$ cat config.mk
export PLATFORM = sky130hd
export DESIGN_NAME = alu_instr_sequencer
export DESIGN_NICKNAME = d
export VERILOG_FILES = /design/src/rtl/alu_seq_pkg.sv /design/src/rtl/alu_seq_decode.sv /design/src/rtl/alu_instr_sequencer.sv
export SDC_FILE = /design/constraint.sdc
export NUM_CORES = 1
export LEC_CHECK = 0
export CAP_MARGIN = 15
export CORE_MARGIN = 2
export CORE_UTILIZATION = 39
export DETAILED_ROUTE_END_ITERATION = 10
export GPL_TIMING_DRIVEN = 0
export PLACE_DENSITY = 0.89
export SLEW_MARGIN = 20
export SYNTH_ARGS = -nofsm -noshare
export SYNTH_HDL_FRONTEND = slang
export SYNTH_SLANG_ARGS = --single-unit
$ cat constraint.sdc
create_clock -name clock -period 3.15 [get_ports clock]
set_input_delay 0.63 -clock clock [delete_from_list [all_inputs] [get_ports clock]]
set_output_delay 0.63 -clock clock [all_outputs]
set_load 0.02 [all_outputs]
$ cat src/rtl/alu_seq_pkg.sv
// alu_seq_pkg
//   Shared definitions for the ALU instruction sequencer and its decoder:
//   - seq_state_t : control steps IDLE, T0..T6
//   - op_class_t  : instruction class (binary, unary, wide, illegal)
//   - opcode values and instruction-register field offsets
//   - op_class()  : opcode -> class lookup
package alu_seq_pkg;

  typedef enum logic [2:0] {
    S_IDLE,
    S_T0,
    S_T1,
    S_T2,
    S_T3,
    S_T4,
    S_T5,
    S_T6
  } seq_state_t;

  typedef enum logic [1:0] {
    CLS_BIN,
    CLS_UNARY,
    CLS_WIDE,
    CLS_ILLEGAL
  } op_class_t;

  localparam int OP_W    = 5;
  localparam int OP_LSB  = 27;
  localparam int RA_LSB  = 23;
  localparam int RB_LSB  = 19;
  localparam int RC_LSB  = 15;

  localparam logic [OP_W-1:0] OP_ADD = 5'h00;
  localparam logic [OP_W-1:0] OP_SUB = 5'h01;
  localparam logic [OP_W-1:0] OP_AND = 5'h02;
  localparam logic [OP_W-1:0] OP_OR  = 5'h03;
  localparam logic [OP_W-1:0] OP_SHR = 5'h04;
  localparam logic [OP_W-1:0] OP_SHL = 5'h05;
  localparam logic [OP_W-1:0] OP_ROR = 5'h06;
  localparam logic [OP_W-1:0] OP_ROL = 5'h07;
  localparam logic [OP_W-1:0] OP_MUL = 5'h08;
  localparam logic [OP_W-1:0] OP_DIV = 5'h09;
  localparam logic [OP_W-1:0] OP_NEG = 5'h0A;
  localparam logic [OP_W-1:0] OP_NOT = 5'h0B;

  // Anything outside the twelve defined opcodes traps as illegal.
  function automatic op_class_t op_class(input logic [OP_W-1:0] op);
    op_class_t cls;
    case (op)
      OP_ADD, OP_SUB, OP_AND, OP_OR,
      OP_SHR, OP_SHL, OP_ROR, OP_ROL: cls = CLS_BIN;
      OP_MUL, OP_DIV:                 cls = CLS_WIDE;
      OP_NEG, OP_NOT:                 cls = CLS_UNARY;
      default:                        cls = CLS_ILLEGAL;
    endcase
    return cls;
  endfunction

endpackage

$ cat src/rtl/alu_seq_decode.sv
// alu_seq_decode
//   Combinational opcode decoder, shared with the load/store sequencer.
//   Ports:
//     op_i       in  OP_W      instruction opcode field
//     op_class_o out op_class  instruction class
//     alu_op_o   out ALU_OP_W  ALU function (the opcode passed through)
module alu_seq_decode
  import alu_seq_pkg::*;
#(
  parameter int ALU_OP_W = 5
) (
  input  logic [OP_W-1:0]     op_i,
  output op_class_t           op_class_o,
  output logic [ALU_OP_W-1:0] alu_op_o
);

  assign op_class_o = op_class(op_i);
  assign alu_op_o   = ALU_OP_W'(op_i);

endmodule

$ cat src/rtl/alu_instr_sequencer.sv
// alu_instr_sequencer
//   Hardwired control-step sequencer for register ALU instructions. Walks the
//   fetch steps T0-T2 and execute steps T3-T6, producing DataPath strobes.
//   Ports:
//     clock, clear          clock (rising edge) / async active-low reset
//     start                 request one instruction (sampled in IDLE only)
//     ir_in                 IR contents from DataPath, valid from T3
//     mem_ready             memory read complete; T1 holds until it is high
//     pc_out..lo_in         1-bit DataPath control strobes
//     reg_out_en/_sel       drive general register onto the bus
//     reg_in_en/_sel        load general register from the bus
//     alu_op                ALU function while z_in is high, else 0
//     busy, done, illegal   handshake / status
module alu_instr_sequencer
  import alu_seq_pkg::*;
#(
  parameter  int DATA_WIDTH = 32,
  parameter  int NUM_REGS   = 16,
  parameter  int ALU_OP_W   = 5,
  localparam int REG_SEL_W  = $clog2(NUM_REGS)
) (
  input  logic                  clock,
  input  logic                  clear,
  input  logic                  start,
  input  logic [DATA_WIDTH-1:0] ir_in,
  input  logic                  mem_ready,
  output logic                  pc_out,
  output logic                  mar_in,
  output logic                  inc_pc,
  output logic                  pc_in,
  output logic                  md_read,
  output logic                  mdr_in,
  output logic                  mdr_out,
  output logic                  ir_in_en,
  output logic                  y_in,
  output logic                  z_in,
  output logic                  zlow_out,
  output logic                  zhigh_out,
  output logic                  hi_in,
  output logic                  lo_in,
  output logic                  reg_out_en,
  output logic                  reg_in_en,
  output logic [REG_SEL_W-1:0]  reg_out_sel,
  output logic [REG_SEL_W-1:0]  reg_in_sel,
  output logic [ALU_OP_W-1:0]   alu_op,
  output logic                  busy,
  output logic                  done,
  output logic                  illegal
);

  seq_state_t             state_q, state_d;
  logic [OP_W-1:0]        op_q;
  logic [REG_SEL_W-1:0]   ra_q, rb_q, rc_q;

  logic [OP_W-1:0]        ir_op;
  logic [REG_SEL_W-1:0]   ir_ra, ir_rb, ir_rc;
  logic [OP_W-1:0]        dec_op;
  op_class_t              dec_class;
  logic [ALU_OP_W-1:0]    dec_alu_op;

  assign ir_op = ir_in[OP_LSB +: OP_W];
  assign ir_ra = ir_in[RA_LSB +: REG_SEL_W];
  assign ir_rb = ir_in[RB_LSB +: REG_SEL_W];
  assign ir_rc = ir_in[RC_LSB +: REG_SEL_W];

  // In T3 the IR is decoded live; from T4 on the latched opcode is used, so
  // DataPath may change the IR once T3 has been left.
  assign dec_op = (state_q == S_T3) ? ir_op : op_q;

  alu_seq_decode #(
    .ALU_OP_W (ALU_OP_W)
  ) u_decode (
    .op_i       (dec_op),
    .op_class_o (dec_class),
    .alu_op_o   (dec_alu_op)
  );

  // rb is only ever driven during T3, straight from the IR; the latched copy
  // is kept with the other fields but has no reader here. Low IR bits are
  // outside every field.
  logic unused_bits;
  assign unused_bits = ^{ir_in[RC_LSB-1:0], rb_q};

  // Next-step selection. Only T1 can hold (waiting for memory); the execute
  // steps branch on instruction class.
  always_comb begin
    state_d = state_q;
    case (state_q)
      S_IDLE: if (start) state_d = S_T0;
      S_T0:   state_d = S_T1;
      S_T1:   if (mem_ready) state_d = S_T2;
      S_T2:   state_d = S_T3;
      S_T3:   state_d = (dec_class == CLS_ILLEGAL) ? S_IDLE : S_T4;
      S_T4:   state_d = (dec_class == CLS_UNARY) ? S_IDLE : S_T5;
      S_T5:   state_d = (dec_class == CLS_WIDE) ? S_T6 : S_IDLE;
      S_T6:   state_d = S_IDLE;
      default: state_d = S_IDLE;
    endcase
  end

  // Step register plus the instruction fields, captured on the edge that
  // leaves T3.
  always_ff @(posedge clock or negedge clear) begin
    if (!clear) begin
      state_q <= S_IDLE;
      op_q    <= '0;
      ra_q    <= '0;
      rb_q    <= '0;
      rc_q    <= '0;
    end else begin
      state_q <= state_d;
      if (state_q == S_T3) begin
        op_q <= ir_op;
        ra_q <= ir_ra;
        rb_q <= ir_rb;
        rc_q <= ir_rc;
      end
    end
  end

  assign busy = (state_q != S_IDLE);

  // Strobe decode of the current step. In T1, pc_in and zlow_out only fire in
  // the cycle that actually leaves T1 so the PC is loaded exactly once.
  always_comb begin
    pc_out      = 1'b0;
    mar_in      = 1'b0;
    inc_pc      = 1'b0;
    pc_in       = 1'b0;
    md_read     = 1'b0;
    mdr_in      = 1'b0;
    mdr_out     = 1'b0;
    ir_in_en    = 1'b0;
    y_in        = 1'b0;
    z_in        = 1'b0;
    zlow_out    = 1'b0;
    zhigh_out   = 1'b0;
    hi_in       = 1'b0;
    lo_in       = 1'b0;
    reg_out_en  = 1'b0;
    reg_in_en   = 1'b0;
    reg_out_sel = '0;
    reg_in_sel  = '0;
    alu_op      = '0;
    done        = 1'b0;
    illegal     = 1'b0;
    case (state_q)
      S_T0: begin
        pc_out = 1'b1;
        mar_in = 1'b1;
        inc_pc = 1'b1;
        z_in   = 1'b1;
      end
      S_T1: begin
        md_read  = 1'b1;
        mdr_in   = 1'b1;
        pc_in    = mem_ready;
        zlow_out = mem_ready;
      end
      S_T2: begin
        mdr_out  = 1'b1;
        ir_in_en = 1'b1;
      end
      S_T3: begin
        case (dec_class)
          CLS_BIN, CLS_WIDE: begin
            reg_out_en  = 1'b1;
            reg_out_sel = ir_rb;
            y_in        = 1'b1;
          end
          CLS_UNARY: begin
            reg_out_en  = 1'b1;
            reg_out_sel = ir_rb;
            alu_op      = dec_alu_op;
            z_in        = 1'b1;
          end
          default: illegal = 1'b1;
        endcase
      end
      S_T4: begin
        if (dec_class == CLS_UNARY) begin
          zlow_out   = 1'b1;
          reg_in_en  = 1'b1;
          reg_in_sel = ra_q;
          done       = 1'b1;
        end else begin
          reg_out_en  = 1'b1;
          reg_out_sel = rc_q;
          alu_op      = dec_alu_op;
          z_in        = 1'b1;
        end
      end
      S_T5: begin
        zlow_out = 1'b1;
        if (dec_class == CLS_WIDE) begin
          lo_in = 1'b1;
        end else begin
          reg_in_en  = 1'b1;
          reg_in_sel = ra_q;
          done       = 1'b1;
        end
      end
      S_T6: begin
        zhigh_out = 1'b1;
        hi_in     = 1'b1;
        done      = 1'b1;
      end
      default: ;
    endcase
  end

endmodule
==> impl_metrics.prom <==
# TYPE chip_impl_metric gauge
chip_impl_info{name="run_status",value="completed"} 1
chip_impl_metric{name="start_util",unit="%"} 41.72
chip_impl_metric{name="antenna_found_initial",unit=""} 0
chip_impl_metric{name="port_buffers",unit=""} 52
chip_impl_metric{name="synth-compound-area-share",unit="%"} 15.22
chip_impl_metric{name="count_of_final_hold_check_violations",unit=""} 0
chip_impl_metric{name="seq_area_frac_synth",unit="%"} 38.05
chip_impl_metric{name="routed_wl",unit="um"} 2943
chip_impl_metric{name="wire_length_per_cell_after_detailed_routing",unit="um"} 15.41
chip_impl_metric{name="drt_iter0_markers",unit=""} 12
chip_impl_metric{name="grt.overflow.total",unit=""} 0
chip_impl_metric{name="grt_usage",unit="%"} 20.18
chip_impl_metric{name="async_reset_ff_share",unit="%"} 100.0
chip_impl_metric{name="gp_routability_congestion",unit=""} 0.8900
chip_impl_metric{name="syn_to_final_growth",unit="%"} 57.19
chip_impl_info{name="tritoncts",value="built"} 1
chip_impl_metric{name="leakagePower",unit="nW"} 0.6988
chip_impl_metric{name="detail_route.first_pass.iterations",unit=""} 4
chip_impl_metric{name="post_synth_inst_count",unit=""} 106
chip_impl_metric{name="post_layout_nonfiller_instances",unit=""} 191
chip_impl_info{name="synth_top_cell_by_area",value="sky130_fd_sc_hd__dfrtp_1"} 1
chip_impl_metric{name="post_synth_fa_ha_maj_area_fraction",unit="%"} 0
chip_impl_metric{name="synthMuxAreaShare",unit="%"} 12.84
chip_impl_metric{name="clock_skew",unit="ns"} 0.003474
chip_impl_metric{name="cts_made_buffers",unit=""} 3
chip_impl_info{name="yosysMostFrequentCell",value="sky130_fd_sc_hd__dfrtp_1"} 1
chip_impl_metric{name="floorplan.core_area",unit="um2"} 2522
chip_impl_metric{name="slew-limit-headroom",unit="%"} 51.42
chip_impl_metric{name="drv_cap",unit=""} 0
chip_impl_metric{name="synth_edf_count",unit=""} 0
chip_impl_info{name="yosys-top-cells-count",value="sky130_fd_sc_hd__dfrtp_1, sky130_fd_sc_hd__mux2_2, sky130_fd_sc_hd__and3_1, sky130_fd_sc_hd__nor2_1, sky130_fd_sc_hd__nand2_1"} 1
chip_impl_metric{name="floorplan.die_area",unit="um2"} 3130
chip_impl_info{name="cts.root.buffer_cell",value="sky130_fd_sc_hd__clkbuf_4"} 1
chip_impl_metric{name="grt_first_pass_wirelength",unit="um"} 4919
chip_impl_metric{name="num-nets-final",unit=""} 199
chip_impl_metric{name="netlist.area_leader.share",unit="%"} 38.05
chip_impl_metric{name="yosys_warnings",unit=""} 0
chip_impl_metric{name="worst_slew_pin_slew",unit="ns"} 0.7264
chip_impl_metric{name="power_density",unit="nW/um2"} 840.0
chip_impl_info{name="crit_slowest_cell",value="sky130_fd_sc_hd__clkdlybuf4s50_1"} 1
chip_impl_metric{name="finalSetupViolCount",unit=""} 0
chip_impl_metric{name="switching_fraction_of_total_power",unit="%"} 41.81
chip_impl_metric{name="drt_drc_violations_left",unit=""} 0
chip_impl_metric{name="fmaxAchievable",unit="MHz"} 324.2
chip_impl_metric{name="path_clk_slew",unit="ns"} 0.09
chip_impl_metric{name="drive_gt1_share",unit="%"} 19.88
chip_impl_metric{name="power_report.internal_total",unit="W"} 0.0008084
chip_impl_info{name="timing.critical_path.from_type",value="input pin"} 1
chip_impl_metric{name="vdd_ir_drop_max",unit="mV"} 0.5182
chip_impl_metric{name="finish.utilization",unit="%"} 65.58
chip_impl_metric{name="pwr-share-comb",unit="%"} 62.1
chip_impl_metric{name="floorplan.io_pins",unit=""} 68
chip_impl_info{name="unrepaired_setup_endpoints_after_global_routing",value="yes"} 1
chip_impl_metric{name="worst_ep_arrival_time",unit="ns"} 2.45
chip_impl_metric{name="mappedNetlistArea",unit="um2"} 1052
chip_impl_metric{name="netlist-cell-type-count",unit=""} 41
chip_impl_metric{name="fin_crit_sh",unit="%"} 97.93
chip_impl_metric{name="postRouteAntennaNets",unit=""} 0
chip_impl_info{name="path_common_cell",value="sky130_fd_sc_hd__clkdlybuf4s50_1"} 1
chip_impl_metric{name="power_switching",unit="W"} 0.0005810
chip_impl_metric{name="antenna_cells",unit=""} 0
chip_impl_info{name="synth_top_family_by_area",value="simple AND/OR/NAND/NOR gates"} 1
chip_impl_metric{name="worst-r2r-setup-slack",unit="ns"} 1.50
chip_impl_info{name="cp_cell_sequence",value="clkdlybuf4s50_1 > nor4bb_4 > and3_1 > a22o_1 > clkdlybuf4s50_1"} 1
chip_impl_info{name="yosys_most_used_dff",value="sky130_fd_sc_hd__dfrtp_1"} 1
chip_impl_metric{name="drv_slew",unit=""} 0
chip_impl_metric{name="crit_path_max_fo",unit=""} 3
chip_impl_info{name="hold_path_class",value="register to register"} 1
chip_impl_metric{name="clock_tree.buffer_depth",unit=""} 2
chip_impl_metric{name="cts.sink_count",unit=""} 16
chip_impl_info{name="synth_top_cells_by_area",value="sky130_fd_sc_hd__dfrtp_1, sky130_fd_sc_hd__mux2_2, sky130_fd_sc_hd__a22o_1, sky130_fd_sc_hd__and3_1, sky130_fd_sc_hd__buf_4"} 1
chip_impl_info{name="critical_path.endpoint_type",value="output port"} 1
chip_impl_metric{name="first_global_vias",unit=""} 1077
chip_impl_metric{name="synth_simple_gate_area_share",unit="%"} 26.04
chip_impl_metric{name="synth-xor-area-share",unit="%"} 0.8323
chip_impl_metric{name="avgSynthCellArea",unit="um2"} 9.927
chip_impl_metric{name="die_width",unit="um"} 55.95
chip_impl_metric{name="post-dp-hpwl",unit="um"} 2227
chip_impl_metric{name="p_clk_share",unit="%"} 7.6
chip_impl_metric{name="dieHeight",unit="um"} 55.95
chip_impl_metric{name="final_period_minus_worst_setup_slack",unit="ns"} 3.085
chip_impl_metric{name="yosys_register_bits",unit=""} 16
chip_impl_info{name="timing.critical_path.max_delay_family",value="buffers and inverters"} 1
chip_impl_metric{name="cp_slowest_stage_delay",unit="ns"} 0.59
chip_impl_metric{name="place.detailed.instances",unit=""} 188
chip_impl_metric{name="critical_path_buf_inv_count",unit=""} 2
chip_impl_metric{name="std_cell_rows",unit=""} 18
chip_impl_metric{name="worst_ep_required_time",unit="ns"} 2.52
chip_impl_metric{name="power.sequential.fraction",unit="%"} 30.4
chip_impl_metric{name="viasPerCell",unit=""} 5.513
chip_impl_metric{name="cts_max_level",unit=""} 1
chip_impl_metric{name="num_vias",unit=""} 1053
chip_impl_metric{name="largest_net_degree_at_the_start_of_global_routing",unit=""} 17
chip_impl_metric{name="clock_latency",unit="ns"} 0.29
chip_impl_metric{name="synth.net_count",unit=""} 142
chip_impl_info{name="criticalPathCategory",value="input pin to output port"} 1
-- kinds of logic after synthesis --
logic type / Yosys count
AOI/OAI and AO/OA: 21
xor gates and xnor gates: 1
buffers and inverters: 12
DFF: 16
muxes: 12
and+or+nand+nor: 44
-- timing repair --
item,in CTS,in global routing
gates resized for setup,1,2
buffers inserted,0,0
endpoints found under the setup margin,2,4
hold buffers,0,0
-- path summary, 6_finish.rpt --
kind | startpoint | to | cells after the start
min in group asynchronous | clear | ra_q[1] | 1
setup reg to reg | state_q[1] | ra_q[2] | 3
hold reg to reg | ra_q[3] | ra_q[3] | 1
hold / removal | ra_q[3] | ra_q[3] | 1
max in group asynchronous | clear | rc_q[3] | 1
setup / recovery | ir_in[28] | alu_op[0] | 5
-- registers in the layout, summed over array words and instances, names as in the netlist --
signal,flops
ra_q,4
rc_q,4
op_q,5
state_q,3
-- routing by layer --
metal,routed length (um),global-route usage (%)
met5,0,0
met4,104,12.59
met3,230,6.279
met2,1405,31.97
met1,1203,23.68
-- power by group through the flow --
stage          clock [W]  sequential [W]  combinational [W]
6_report        0.000105        0.000422           0.000862
5_1_grt         0.000123        0.000439           0.000927
4_1_cts         0.000110        0.000405           0.000859
3_5_place_dp           0        0.000405           0.000853
3_3_place_gp           0        0.000399           0.000832
2_1_floorplan          0        0.000376           0.000558
-- layout by cell type (no fill, tap or decap), types with 2 or more instances in the layout --
master / instances
sky130_fd_sc_hd__a21oi_1: 3
sky130_fd_sc_hd__a22o_1: 5
sky130_fd_sc_hd__and2_1: 4
sky130_fd_sc_hd__and3_1: 7
sky130_fd_sc_hd__buf_2: 2
sky130_fd_sc_hd__buf_4: 5
sky130_fd_sc_hd__clkbuf_1: 3
sky130_fd_sc_hd__clkbuf_4: 3
sky130_fd_sc_hd__clkdlybuf4s50_1: 52
sky130_fd_sc_hd__dfrtp_1: 16
sky130_fd_sc_hd__mux2_2: 12
sky130_fd_sc_hd__nand2_1: 6
sky130_fd_sc_hd__nor2_1: 7
sky130_fd_sc_hd__nor2b_1: 4
sky130_fd_sc_hd__o21ai_0: 3
sky130_fd_sc_hd__or3_1: 2
-- area by class of cell --
| class | count | area [um2] |
|---|---|---|
| inverter | 1 | 3.754 |
| clock buffer | 3 | 22.52 |
| timing repair buffer | 52 | 520.5 |
| tap | 30 | 37.54 |
| buffer | 11 | 70.07 |
| fill | 200 | 868.3 |
| sequential | 16 | 400.4 |
| multi-input combinational | 78 | 599.3 |
-- per-stage QoR --
step	total power [W]	worst slack (ns)	cell area (um2)	setup TNS (ns)	hold WS, ns
6_report	0.001389	0.06511	1654	0	0.5152
4_1_cts	0.001375	0.08322	1639	0	0.5106
2_1_floorplan	0.0009340	1.067	1052	0	0.3344
5_1_grt	0.001488	-0.006634	1654	-0.006634	0.5276
3_3_place_gp	0.001232	0.007491	1610	0	0.4808
3_5_place_dp	0.001259	-0.005386	1610	-0.006538	0.4897
Note: power is estimated with default switching activity, not from simulation.
